`config.mk`:
```
export PLATFORM = sky130hd
export DESIGN_NAME = pisc_multi_flat
export DESIGN_NICKNAME = d
export VERILOG_FILES = /design/src/rtl/pisc_multi_if.sv /design/src/rtl/pisc_multi.sv /design/src/flat_wrapper.sv
export SDC_FILE = /design/constraint.sdc
export NUM_CORES = 1
export LEC_CHECK = 0
export CORE_UTILIZATION = 40
export CTS_CLUSTER_SIZE = 10
export DETAILED_ROUTE_END_ITERATION = 12
export DONT_BUFFER_PORTS = 1
export MAX_ROUTING_LAYER = met4
export PLACE_DENSITY_LB_ADDON = 0.2
export REMOVE_ABC_BUFFERS = 1
export SETUP_SLACK_MARGIN = 0.15
export SKIP_LAST_GASP = 1
export SYNTH_ARGS = -nofsm -noshare
export SYNTH_HDL_FRONTEND = slang
export SYNTH_SLANG_ARGS = --single-unit
```
`constraint.sdc`:
```
create_clock -name clock -period 7.9 [get_ports clock]
set_input_delay 1.185 -clock clock [delete_from_list [all_inputs] [get_ports clock]]
set_output_delay 1.185 -clock clock [all_outputs]
set_load 0.02 [all_outputs]
```
`src/rtl/pisc_multi_if.sv`:
```
// pisc_multi_if: shared config write port, per-channel enables and channel outputs of the blinker
interface pisc_multi_if #(parameter int CHANNELS = 4, parameter int CNT_W = 16, parameter int CH_W = 2);
    logic                cfg_we;
    logic [CH_W-1:0]     cfg_ch;
    logic [CNT_W-1:0]    cfg_half;
    logic [1:0]          cfg_mode;
    logic [7:0]          cfg_count;
    logic [CHANNELS-1:0] en;
    logic [CHANNELS-1:0] s;
    logic [CHANNELS-1:0] busy;
    logic [CHANNELS-1:0] done;
    modport master (output cfg_we, cfg_ch, cfg_half, cfg_mode, cfg_count, en, input s, busy, done);
    modport slave (input cfg_we, cfg_ch, cfg_half, cfg_mode, cfg_count, en, output s, busy, done);
endinterface

```
`src/rtl/pisc_multi.sv`:
```
// pisc_multi: multi-channel programmable blinker with off, continuous, burst and one-shot modes
module pisc_multi #(parameter int CHANNELS = 4, parameter int CNT_W = 16, parameter int CH_W = 2) (
    input logic clock,
    input logic r,
    pisc_multi_if.slave bus
);
    typedef enum logic [1:0] {IDLE, RUN, FINISHED} state_t;
    localparam logic [1:0] OFF = 2'b00, BURST = 2'b10, ONESHOT = 2'b11;
    state_t st_q [CHANNELS];
    state_t st_d [CHANNELS];
    logic [CHANNELS-1:0][CNT_W-1:0] half_q, half_d, cnt_q, cnt_d;
    logic [CHANNELS-1:0][1:0] mode_q, mode_d;
    logic [CHANNELS-1:0][7:0] count_q, count_d, pc_q, pc_d;
    logic [CHANNELS-1:0] en_q, s_q, s_d, busy_q, busy_d, done_q, done_d, wr, wrap, fin;
    always_comb begin
        for (int i = 0; i < CHANNELS; i++) begin
            st_d[i] = st_q[i];
            half_d[i] = half_q[i];
            mode_d[i] = mode_q[i];
            count_d[i] = count_q[i];
            cnt_d[i] = cnt_q[i];
            pc_d[i] = pc_q[i];
            s_d[i] = s_q[i];
            busy_d[i] = busy_q[i];
            done_d[i] = 1'b0;
            wr[i] = bus.cfg_we && int'(bus.cfg_ch) == i;
            wrap[i] = cnt_q[i] == half_q[i] - CNT_W'(1);
            // count==0 encodes 256 pulses, hence the 9-bit compare
            fin[i] = s_q[i] && wrap[i] && (mode_q[i] == ONESHOT ||
                     (mode_q[i] == BURST && {1'b0, pc_q[i]} + 9'd1 == {count_q[i] == 8'd0, count_q[i]}));
            if (wr[i]) begin
                half_d[i] = bus.cfg_half == '0 ? CNT_W'(1) : bus.cfg_half;
                mode_d[i] = bus.cfg_mode;
                count_d[i] = bus.cfg_count;
            end
            if (!bus.en[i]) begin
                st_d[i] = IDLE;
                s_d[i] = 1'b0;
                busy_d[i] = 1'b0;
                cnt_d[i] = '0;
                pc_d[i] = '0;
            end else if (!en_q[i] || wr[i]) begin
                st_d[i] = mode_d[i] != OFF ? RUN : IDLE;
                s_d[i] = mode_d[i] != OFF;
                busy_d[i] = mode_d[i] != OFF;
                cnt_d[i] = '0;
                pc_d[i] = '0;
            end else if (st_q[i] == RUN) begin
                cnt_d[i] = wrap[i] ? '0 : cnt_q[i] + CNT_W'(1);
                s_d[i] = wrap[i] ? ~s_q[i] : s_q[i];
                pc_d[i] = wrap[i] && s_q[i] ? pc_q[i] + 8'd1 : pc_q[i];
                if (fin[i]) begin
                    st_d[i] = FINISHED;
                    busy_d[i] = 1'b0;
                    done_d[i] = 1'b1;
                end
            end else if (st_q[i] == FINISHED) begin
                s_d[i] = 1'b0;
            end
        end
    end
    always_ff @(posedge clock or posedge r) begin
        if (r) begin
            for (int i = 0; i < CHANNELS; i++) begin
                st_q[i] <= IDLE;
                half_q[i] <= CNT_W'(1);
                count_q[i] <= 8'd1;
            end
            mode_q <= '0;
            cnt_q <= '0;
            pc_q <= '0;
            en_q <= '0;
            s_q <= '0;
            busy_q <= '0;
            done_q <= '0;
        end else begin
            st_q <= st_d;
            half_q <= half_d;
            mode_q <= mode_d;
            count_q <= count_d;
            cnt_q <= cnt_d;
            pc_q <= pc_d;
            en_q <= bus.en;
            s_q <= s_d;
            busy_q <= busy_d;
            done_q <= done_d;
        end
    end
    assign bus.s = s_q;
    assign bus.busy = busy_q;
    assign bus.done = done_q;
endmodule

```
`src/flat_wrapper.sv`:
```
// flat-port wrapper written by rule: the top's interface ports become plain ports
module pisc_multi_flat 
#(parameter int CHANNELS = 4, parameter int CNT_W = 16, parameter int CH_W = 2)
  (clock, r, bus_cfg_we, bus_cfg_ch, bus_cfg_half, bus_cfg_mode, bus_cfg_count, bus_en, bus_s, bus_busy, bus_done);
  pisc_multi_if #(.CHANNELS(CHANNELS), .CNT_W(CNT_W), .CH_W(CH_W)) bus_i ();
  input logic clock;
  input logic r;
  input wire logic [$bits(bus_i.cfg_we)-1:0] bus_cfg_we;
  input wire logic [$bits(bus_i.cfg_ch)-1:0] bus_cfg_ch;
  input wire logic [$bits(bus_i.cfg_half)-1:0] bus_cfg_half;
  input wire logic [$bits(bus_i.cfg_mode)-1:0] bus_cfg_mode;
  input wire logic [$bits(bus_i.cfg_count)-1:0] bus_cfg_count;
  input wire logic [$bits(bus_i.en)-1:0] bus_en;
  output wire logic [$bits(bus_i.s)-1:0] bus_s;
  output wire logic [$bits(bus_i.busy)-1:0] bus_busy;
  output wire logic [$bits(bus_i.done)-1:0] bus_done;
  assign bus_i.cfg_we = bus_cfg_we;
  assign bus_i.cfg_ch = bus_cfg_ch;
  assign bus_i.cfg_half = bus_cfg_half;
  assign bus_i.cfg_mode = bus_cfg_mode;
  assign bus_i.cfg_count = bus_cfg_count;
  assign bus_i.en = bus_en;
  assign bus_s = bus_i.s;
  assign bus_busy = bus_i.busy;
  assign bus_done = bus_i.done;
  pisc_multi #(.CHANNELS(CHANNELS), .CNT_W(CNT_W), .CH_W(CH_W)) u_core (.clock(clock), .r(r), .bus(bus_i));
endmodule
```
After elaboration in Yosys (flattened, before gate mapping):

Index checks and enable logic that the tools add are counted.

* bits in registers: 224
* bits of input ports: 35
* output and inout port bits: 12
* logic and storage cells: 260

* add/sub/neg operators: 16
* equality and inequality tests: 47
* multiplexer cells: 109
* bitwise logic cells: 4
* reductions and logical operators: 50

Operators with widths (count)
* $mux 16: 17
* $mux 8: 16
* $add 16x1->16 const B: 4
* $eq 16x16->1: 4
* $sub 16x1->16 const B: 4
* $mux 1: 56
* $mux 2: 20
* $add 8x1->9 const B: 4
* $eq 9x9->1: 4
* $ne 3x1->1 const B: 12
* $add 8x1->8 const B: 4
* $logic_not 8->1: 4
* $eq 2x2->1 const B: 14
* $reduce_and 2->1: 12
* $logic_and 1x1->1: 16
* $logic_not 16->1: 1
* $ne 4x1->1 const B: 4
* $ne 4x2->1 const B: 4
* $eq 2x1->1 const B: 5
* $logic_or 1x1->1: 8
* $reduce_bool 2->1: 4
* $logic_not 1->1: 4
* $not 1->1: 4
* $logic_not 2->1: 1

Logic depth before layout (Yosys ltp):

* word-level depth: 9
* depth in mapped cells: 12
* mapped depth without buffers: 10

Worst setup path after synthesis:

OpenSTA, ideal clock, no wires.

* path kind: register to register
* start: register u_core.half_q[48] in the netlist's numbering
* end: register u_core.cnt_q[55] in the netlist's numbering
* setup time: 0.126 ns
* data arrival time: 2.791 ns
* data required time: 7.774 ns
* slack: 4.983 ns
* stages on the path, launching flop included: 13
* buffers on the path: 2
* clock period less this slack: 2.917 ns
* cells stage by stage: dfstp_2 > inv_1 > ha_1 > clkbuf_8 > and4bb_2 > or4_4 > a21oi_2 > a2bb2oi_2 > nand4_4 > o21a_1 > buf_6 > and3_1 > a221o_1

* longest elaborated chain between the ends: 6

Ends and longest elaborated chain
* from (decl): RTL line pisc_multi.sv:11 `logic [CHANNELS-1:0][CNT_W-1:0] half_q, half_d, cnt_q, cnt_d;`
* from (signal assigned): RTL line pisc_multi.sv:78 `half_q <= half_d;`
* $sub 16x1->16: RTL line pisc_multi.sv:27 `wrap[i] = cnt_q[i] == half_q[i] - CNT_W'(1);`
* $eq 16x16->1: RTL line pisc_multi.sv:27
* $mux 16: RTL line pisc_multi.sv:49 `cnt_d[i] = wrap[i] ? '0 : cnt_q[i] + CNT_W'(1);`
* $mux 16: RTL line pisc_multi.sv:48 `end else if (st_q[i] == RUN) begin`
* $mux 16: RTL line pisc_multi.sv:42 `end else if (!en_q[i] || wr[i]) begin`
* $mux 16: RTL line pisc_multi.sv:36 `if (!bus.en[i]) begin`
* to (signal assigned): RTL line pisc_multi.sv:81 `cnt_q <= cnt_d;`
* to (decl): RTL line pisc_multi.sv:11

Every way passes these cells. The select of a mux whose other input is x is not followed.
A chain may end at the register's enable or synchronous reset.

Worst setup path in the final report:

* start: register u_core.half_q[39] in the netlist's numbering
* end: register u_core.pc_q[20] in the netlist's numbering

* longest elaborated chain between the ends: 5

Ends and longest elaborated chain
* $sub 16x1->16: RTL line pisc_multi.sv:27
* $eq 16x16->1: RTL line pisc_multi.sv:27
* $logic_and 1x1->1: RTL line pisc_multi.sv:51 `pc_d[i] = wrap[i] && s_q[i] ? pc_q[i] + 8'd1 : pc_q[i];`
* $ne 3x1->1 (no source line)
* $reduce_and 2->1 (no source line)
* to (signal assigned): RTL line pisc_multi.sv:82 `pc_q <= pc_d;`
* to (decl): RTL line pisc_multi.sv:13 `logic [CHANNELS-1:0][7:0] count_q, count_d, pc_q, pc_d;`

Every way passes these cells.

==> Flow_metrics.wiki <==
{| class="wikitable"
! Metric !! Value
|-
| Core Util, Final || 44.7%
|-
| Initial Utilization || 41.0%
|-
| Wire length of the first global-routing pass || 55400 µm
|-
| Data required time at the worst endpoint || 8320 ps
|-
| Number of buffers inserted during clock tree synthesis || 28
|-
| Initial antenna violation count || 2
|-
| Number of iterations in the first detailed-routing pass || 5
|-
| Leading cell types in the layout, fill and taps excluded || sky130_fd_sc_hd__dfrtp_1, sky130_fd_sc_hd__nand2_1, sky130_fd_sc_hd__nor2_1, sky130_fd_sc_hd__xnor2_1
|-
| CTS tree || yes
|-
| Achievable clock frequency || 274 MHz
|-
| Most used cell, CP || sky130_fd_sc_hd__nor4_1
|-
| Power density over the cells || 215 nW/µm²
|-
| Endpoint of the worst-slack reg-to-reg timing path || u_core.pc_q[20]$_DFFE_PP0P_
|-
| Outcome || finished clean
|-
| Final critical-path required period || 3650 ps
|-
| Register-to-Register Setup Slack || 4250 ps
|-
| Worst Min Path Start || u_core.count_q[0]$_DFFE_PP1P_
|-
| Worst slack, placed || 4230 ps
|-
| Final setup skew || 12.9 ps
|-
| Post-Synthesis Cells || 1464
|-
| CTS H-tree depth || 1
|-
| Vias post-DR || 10799
|-
| Number of enable-type register cells in the synthesized netlist || 0
|-
| Crit-path slowest cell || sky130_fd_sc_hd__or4_1
|-
| Post-cts resize count || 0
|-
| Number of global-route vias before repair || 10348
|-
| Detailed Route Iter0 Violations || 621
|-
| Antenna-violating nets left || 0
|-
| Critical path depth in cells || 8
|-
| Leftover overflow at the end of global routing || 0
|-
| Cell accounting for the most synthesized area || sky130_fd_sc_hd__dfrtp_1
|-
| Count of port buffers added during placement || 0
|-
| Total length of routed wires || 33600 µm
|-
| Synth top area share || 39.4%
|-
| Top-Level Pins || 47
|-
| Setup repair after global routing missed its margin || no
|-
| Worst Hold End || u_core.count_q[0]$_DFFE_PP1P_
|-
| Share of final-layout standard cells stronger than drive strength 1 || 12.8%
|-
| Worst setup EP type || register
|-
| Total negative setup slack || 0 ps
|-
| Cell area after synthesis || 13500 µm²
|-
| Critical path class || reg -> reg
|-
| Count of warnings emitted by yosys || 0
|-
| Maximum number of buffers from clock root to sink || 3
|-
| Maximum number of pins on one net before global-route repair || 109
|-
| Critical path buffer and inverter count || 0
|-
| Critical Path Source Type || register
|-
| Number of clock sinks || 220
|-
| Path depth of the worst reg2reg path || 8
|-
| Worst min path class || reg -> reg
|-
| Critical path cell sequence || nor4_1 > nand2_1 > xor2_1 > a31oi_1 > nor4_1 > nand4_2 > or4_1 > a21oi_1
|-
| Hold Crit Depth || 2
|-
| Reg-to-reg startpoint || u_core.half_q[39]$_DFFE_PP0P_
|-
| Hold Buf Count CTS || 0
|-
| Headroom to the max-slew limit || 23.1%
|-
| Most frequent standard cell in the layout excluding fill and tap cells || sky130_fd_sc_hd__dfrtp_1
|-
| Worst-case vdd ir drop || 150 µV
|-
| Final routed wire length divided by cell count || 17.7 µm
|-
| Worst Max-Slew Pin Slew || 1150 ps
|-
| Hold Fails Final Rpt || 0
|-
| Post-CTS setup repair buffer count || 0
|-
| Horizontal extent of the die || 185 µm
|-
| Tot GR Track Use || 20.6%
|-
| FP Rows || 66
|-
| WP data arrival || 4070 ps
|-
| Largest stage delay on the critical path || 720 ps
|-
| Detailed-route vias per instance || 5.69
|-
| Clk Tree Root Cell || sky130_fd_sc_hd__clkbuf_16
|-
| Signed area change from the synthesized netlist to the final layout || 8.84%
|-
| Post-synthesis register bit count || 220
|-
| Maximum net fanout on the critical path || 31
|-
| Final weighted congestion in routability-driven placement || 0.850
|-
| # nets final || 1480
|-
| # diodes || 0
|-
| Count of different cell masters after synthesis || 97
|-
| Number of pins exceeding their max-slew limit in the final report || 0
|-
| Top post-synthesis cells by area || sky130_fd_sc_hd__dfrtp_1, sky130_fd_sc_hd__mux2_2, sky130_fd_sc_hd__nand2_1, sky130_fd_sc_hd__xnor2_1, sky130_fd_sc_hd__xor2_1
|-
| Half-perimeter wire length after detailed placement || 23600 µm
|-
| Count of final setup violators || 0
|-
| Syn_area_per_cell || 9.19 µm²
|-
| Die Y-Extent || 185 µm
|-
| Asr flop ratio synth || 100%
|-
| Drt drc || 0
|-
| Placeable core region || 32800 µm²
|-
| Power Total || 3.15 mW
|-
| Full die area || 34400 µm²
|-
| Smallest setup slack after layout || 4250 ps
|-
| Dominant synthesized flop cell || sky130_fd_sc_hd__dfrtp_1
|-
| Worst hold-check slack || 484 ps
|-
| Max-capacitance violation count || 0
|-
| Share of the clock period used by the worst path || 46.2%
|-
| Delay-heaviest family, CP || simple AND/OR/NAND/NOR gates
|-
| Reported leakage power || 5.84 nW
|-
| Clock-pin transition on the worst setup and hold timing paths || 60 ps
|-
| Sequential cell area fraction in the yosys report || 41.0%
|-
| Clock Latency Late Sink || 540 ps
|}
[layer usage]
layer / track usage [%] / part of all wire, %
met5: - / 0
met4: 3.40 / 0.86
met3: 2.67 / 3.8
met2: 33.8 / 48
met1: 27.5 / 48
[per-stage QoR]
| step | area [µm²] | std cells |
|---|---|---|
| floorplan | 13100 | 1395 |
| global placement | 13700 | 1845 |
| detailed placement | 13700 | 1845 |
| CTS | 14600 | 1897 |
| global route | 14600 | 1897 |
| finish | 14600 | 1897 |
[worst register-to-register path: stages (launching register included)]
cell,delay [ps]
sky130_fd_sc_hd__dfrtp_1,490
sky130_fd_sc_hd__nor4_1,520
sky130_fd_sc_hd__nand2_1,180
sky130_fd_sc_hd__xor2_1,180
sky130_fd_sc_hd__a31oi_1,120
sky130_fd_sc_hd__nor4_1,470
sky130_fd_sc_hd__nand4_2,690
sky130_fd_sc_hd__or4_1,730
sky130_fd_sc_hd__a21oi_1,170
[power by group]
group	total, mW	internal [mW]	switching, mW
sequential	1.40	1.24	0.168
combinational	0.493	0.233	0.260
clock	1.25	0.762	0.485
total	3.15	2.23	0.913
[how the worst max path moves through the flow]
stage | start | endpoint
5_1_grt | u_core.half_q[39]$_DFFE_PP0P_ | u_core.pc_q[20]$_DFFE_PP0P_
6_report | u_core.half_q[39]$_DFFE_PP0P_ | u_core.pc_q[20]$_DFFE_PP0P_
3_5_place_dp | bus_cfg_we | u_core.cnt_q[5]$_DFFE_PP0P_
2_1_floorplan | r | u_core.bus.busy[2]$_DFFE_PP0P_
3_3_place_gp | bus_cfg_we | u_core.cnt_q[5]$_DFFE_PP0P_
4_1_cts | u_core.half_q[39]$_DFFE_PP0P_ | u_core.pc_q[20]$_DFFE_PP0P_
[logic make-up after synthesis]
kind of cell             count (synthesis)  share of synthesized area [%]
AND/OR/NAND/NOR                        664                           25.9
AO/OA/AOI/OAI                          271                           13.9
flip-flops                             220                           41.0
buffers and inverters                   90                           3.11
XOR/XNOR                               120                           7.81
multiplexers                            87                           7.18
adder cells (fa/ha/maj)                 12                           1.12
[registers in the layout, indices dropped and copies added, names as in the netlist, 7 cells and up]
signal          count
u_core.mode_q       8
u_core.st_q         7
u_core.pc_q        32
u_core.half_q      64
u_core.count_q     32
u_core.cnt_q       64
[area by class of cell]
type,instances,area (µm²)
Clock buffer,48,857
Fill cell,3170,18100
Inverter,21,86.3
Timing Repair Buffer,8,60.1
Multi-Input combinational cell,1154,7520
Tap cell,442,553
Clock inverter,4,45.0
Sequential cell,220,5520
[synthesized netlist by cell type, drive strengths merged, types with 6 or more instances]
| library cell | n |
|---|---|
| clkbuf | 46 |
| a221o | 8 |
| or2 | 16 |
| o21ai | 63 |
| nand2 | 211 |
| and3 | 32 |
| nor2 | 85 |
| dfstp | 8 |
| nand2b | 8 |
| a31oi | 17 |
| nor3 | 43 |
| xor2 | 43 |
| or3 | 33 |
| nor2b | 16 |
| nand3 | 75 |
| nor3b | 14 |
| xnor2 | 77 |
| nand4 | 18 |
| nor4 | 42 |
| and2 | 16 |
| or4 | 13 |
| dfrtp | 212 |
| inv | 21 |
| o211ai | 6 |
| mux2 | 76 |
| ha | 12 |
| nand3b | 18 |
| a22o | 9 |
| o311ai | 15 |
| a21oi | 62 |
| mux2i | 11 |
| o21a | 9 |
| buf | 23 |
| a21o | 12 |
Note: power is estimated with default switching activity, not from simulation.
